<file path="src/rtl/multiplexer_4to1.sv">
// One-of-four WIDTH-bit data selector.
// Provides a combinational selected output, a registered copy of it,
// and a registered copy of the select aligned with that copy.
module multiplexer_4to1 #(
  parameter int unsigned WIDTH = 4
) (
  input  logic             clk_n,      // rising-edge clock; the name is historical
  input  logic             reset_n,    // asynchronous, active-low
  input  logic [1:0]       sel,
  input  logic [WIDTH-1:0] input1,
  input  logic [WIDTH-1:0] input2,
  input  logic [WIDTH-1:0] input3,
  input  logic [WIDTH-1:0] input4,
  output logic [WIDTH-1:0] selected,
  output logic [WIDTH-1:0] selected_q,
  output logic [1:0]       sel_q
);

  logic [WIDTH-1:0] selected_d;
  logic [1:0]       sel_d;

  // Steer one source onto the output. An unknown select falls through to
  // the default so no X from an unselected source leaks onto the bus.
  always_comb begin
    selected = '0;
    case (sel)
      2'b00:   selected = input1;
      2'b01:   selected = input2;
      2'b10:   selected = input3;
      2'b11:   selected = input4;
      default: selected = '0;
    endcase
  end

  // Next-state values: the registers reload every cycle with no hold.
  always_comb begin
    selected_d = selected;
    sel_d      = sel;
  end

  // Capture the settled selection on each rising edge; clear at once on reset.
  always_ff @(posedge clk_n or negedge reset_n) begin
    if (!reset_n) begin
      selected_q <= '0;
      sel_q      <= 2'b00;
    end else begin
      selected_q <= selected_d;
      sel_q      <= sel_d;
    end
  end

endmodule

</file>
<file path="config.mk">
export PLATFORM = sky130hd
export DESIGN_NAME = multiplexer_4to1
export DESIGN_NICKNAME = d
export VERILOG_FILES = /design/src/rtl/multiplexer_4to1.sv
export SDC_FILE = /design/constraint.sdc
export NUM_CORES = 1
export LEC_CHECK = 0
export BUFFER_PORTS_ARGS = -buffer_cell sky130_fd_sc_hd__buf_4
export CAP_MARGIN = 10
export CORE_AREA = 2 2 39 41
export CTS_CLUSTER_SIZE = 20
export DETAILED_ROUTE_END_ITERATION = 6
export DIE_AREA = 0 0 41 43
export HOLD_SLACK_MARGIN = 0.12
export PLACE_DENSITY = 0.52
export SETUP_SLACK_MARGIN = 0.4
export SLEW_MARGIN = 20
export SYNTH_ARGS = -nofsm -noshare
export SYNTH_HDL_FRONTEND = slang
export SYNTH_SLANG_ARGS = --single-unit
</file>
<file path="constraint.sdc">
create_clock -name clk_n -period 1.5 [get_ports clk_n]
set_input_delay 0.45 -clock clk_n [delete_from_list [all_inputs] [get_ports clk_n]]
set_output_delay 0.45 -clock clk_n [all_outputs]
set_load 0.02 [all_outputs]
</file>
**After elaboration in Yosys (flattened, before gate mapping)**

Cells that the tools add are included.

- Register bits: 6
- Bits in latches: 0
- Bits in writable memories: 0
- Memory bits (read-only): 0
- Input port bits: 20
- Word-level logic and storage cells: 7
- Memories kept: 0

- Add/sub/neg operators: 0
- Multiply operators: 0
- Div/mod/pow operators: 0
- $lt $le $gt $ge: 0
- Equal/unequal tests: 3
- Shift-type cells: 0
- Muxes and demuxes: 1
- Bitwise gates (word level): 0
- Reduce and logical (&&, ||, !) cells: 1

Operator list:

| operator | count |
|---|---|
| one-hot mux 4 bit (4 select lines) | 1 |
| equality test 2 bit, second input constant | 2 |
| equality test 2 x 1 -> 1 bit, second input constant | 1 |
| logical NOT 2 bit | 1 |

**Longest topological paths before layout**

- Word-level depth: 2
- Gate-level depth with buffers: 1

**Worst setup path before layout**

OpenSTA, ideal clock, no wires.

- Path type: input to output
- Start point: input port sel[0]
- End point: output port selected[0]
- Arrival: 1.103 ns
- Path slack: -0.053 ns
- Stages: 1
- Buffers on the path: 0
- Cell sequence: mux4_1

- Longest elaborated chain between the ends: 2
- Elaborated cells on any way between the ends: 5

Ends and longest elaborated chain:

| item | line | text |
|---|---|---|
| start, declared | 9 | `input logic [1:0] sel,` |
| equality test 2 bit, or another cell as far along | 26 | `case (sel)` |
| one-hot mux 4 bit (4 select lines) * | 26 |  |
| end, declared | 14 | `output logic [WIDTH-1:0] selected,` |

Every way passes the cells marked *; elsewhere a longest branch is shown, timed or not.

**Final worst setup path**

- Start point: input port sel[0]
- End point: output port selected[3]

The elaborated chain is that of the path after synthesis.

==> metrics.md <==
| Metric | Value |
|---|---|
| Startpoint types | `input pin` |
| Arrival time at the worst endpoint | `1220 ps` |
| Clock Pin Slew Worst Setup and Hold Paths | `roughly 40 ps` |
| Switching part of the total | `between 20 and 25%` |
| ANT cells | `0` |
| Die height | `roughly 43 um` |
| Failing checks | `setup timing` |
| Via/cell ratio | `4.081` |
| Worst slew margin relative to its limit | `93.14%` |
| # DRC | `0` |
| Global-route wire length before repair | `1228 um` |
| CTS buffer count | `3` |
| Clock Power Share | `28.2%` |
| Setup ws final | `-167.9 ps` |
| Hold WC Path Type | `in -> reg` |
| ANT nets after route | `0` |
| H-tree level count | `1` |
| Sequential share of power | `36.9%` |
| Leakage power | `roughly 0.28 nW` |
| Max Root-Sink Buffers | `2` |
| Die Wd | `41 um` |
| Synth unique cells | `2` |
| Routability congestion estimate | `between 0.7 and 0.8` |
| Starting Density | `18.44%` |
| Die area | `about 1800 um2` |
| Minimum clock period | `1668 ps` |
| Ys Warns | `0` |
| Seq cells post-synth | `6` |
| CP required | `1050 ps` |
| Psw | `0.0001232 W` |
| Final Max Tran Viols | `0` |
| Core Area | `1384 um2` |
| Final setup fails | `4` |
| FMAX | `about 600 MHz` |
| Post-layout nets | `68` |
| Largest net degree at the start of global routing | `7` |
| Max VDD drop | `0.3371 mV` |
| Setup crit end kind | `output pin` |
| Fin crit share | `111.2%` |
| Post-Place Setup Slack | `-243.2 ps` |
| Critical Path, Cell by Cell | `buf_12 -> mux4_2 -> buf_6` |
| DRT Pass-1 Iters | `1` |
| Max-Cap Viols | `0` |
| Post-Syn Instances | `10` |
| Final wirelength | `~760 um` |
| Slowest stage cell, crit path | `mux4_2` |
| Crit path launch | `sel[0]` |
| Share of layout cells above drive strength 1 | `84.78%` |
| Clk sinks | `6` |
| Port bufs | `29` |
| I/O pin count | `30` |
| CP endpoint | `selected[3]` |
| Power per cell area | `between 800 and 900 nW/um2` |
| Via count | `253` |
| Avg Synthesized Cell Area | `25.52 um2` |
| Root Driver | `clkbuf_4` |
| Post-Syn Area | `between 200 and 300 um2` |
| RSZ-0062 raised after global routing | `yes` |
| Gr usage total | `around an eighth` |
| Seq/Total Area, Yosys | `58.82%` |
| Synth Net Count | `30` |
| CTS tree | `done` |
| Comb power frac | `34.9%` |
| Layout area overhead | `128.4%` |
| Post-layout util | `between 40% and 50%` |
| Status | `complete, but fails checks` |
| Iter 0 DRT Violations | `0` |
| Largest stage delay, worst path | `520 ps` |
| Max Fanout on Critical Path | `5` |
| Cell-internal power | `0.0003731 W` |
| Row count | `14` |
| Hold slack | `342.5 ps` |
| Initial antenna violation count | `0` |
| Grt total ovfl | `0` |
| Critical path class | `in -> out` |
| Vias in the first global route | `280` |
| Final Hold Fails | `0` |
| Drt wl/cell | `around 12 um` |
| Pin slew with the least headroom to its limit | `just over 100 ps` |
-- sequential cells by signal, indices dropped and copies added, names as in the netlist --
name,count
selected_q,4
sel_q,2
-- area by class of cell --
cell class	count	area, um2
clock buffer	3	22.52
sequential	6	150.1
multi-input combinational	4	90.09
timing repair buffer	33	300.3
fill	135	800.8
tap	16	20.02
-- synthesized netlist by cell type --
cell type,instances,area (um2)
dfrtp_1,6,150.1
mux4_1,4,105.1
-- cell usage in the layout, fill, tap and decap left out --
cell type / Yosys / routed
buf_4: 0 / 21
buf_6: 0 / 10
dfrtp_1: 6 / 6
mux4_2: 0 / 4
clkbuf_4: 0 / 3
dlygate4sd3_1: 0 / 1
buf_12: 0 / 1
-- per-stage QoR --
step	cell area (um2)	std cells	TNS [ps]	power, W
floorplan	240.2	10	0	0.0002373
global placement	485.5	56	-897.0	0.0003267
detailed placement	485.5	56	-938.5	0.0003265
CTS	575.6	61	-658.7	0.0005026
global route	583.1	62	-726.6	0.0005361
finish	583.1	62	-641.0	0.0004963
-- worst min path at each step --
stage / slack [ps] / depth (start not counted) / start / endpoint
CTS: 330 / 1 / sel[0] / sel_q[0]
floorplan: 150 / 0 / reset_n / sel_q[0]
global placement: 260 / 1 / reset_n / sel_q[1]
detailed placement: 260 / 1 / reset_n / sel_q[0]
finish: 340 / 1 / sel[0] / sel_q[0]
global route: 320 / 1 / sel[0] / sel_q[0]
-- power groups by stage --
stage	sequential, W	combinational, W	clock [W]
after floorplan	0.000200	0.0000370	0
after global placement	0.000182	0.000144	0
after detailed placement	0.000182	0.000144	0
after CTS	0.000183	0.000171	0.000149
after global routing	0.000183	0.000186	0.000166
final	0.000183	0.000173	0.000140
-- worst max-delay path, delay by kind of cell --
family / cells / cell delay [ps]
buf+inv: 2 / 240
mux: 1 / 520
-- routing by layer --
layer,GRT usage (%),share of wire [%],vias up
met2,16.25,49,30
met5,0,0,-
met1,11.53,32,108
met3,8.377,19,0
met4,10.00,0,0
li1,-,-,115
-- cell families after synthesis --
group  count (synthesis)  synth area share, %
mux                    4                41.18
flops                  6                58.82
-- timing repair --
action / 4_1_cts / 5_1_grt
gates resized for setup: 13 / 0
setup endpoints to repair: 10 / 10
endpoints found under the hold margin: 6 / 0
buffers inserted: 1 / 1
cloned: 0 / 0
hold buffers: 1 / 0
No activity file was read; power rests on OpenSTA's default activity.
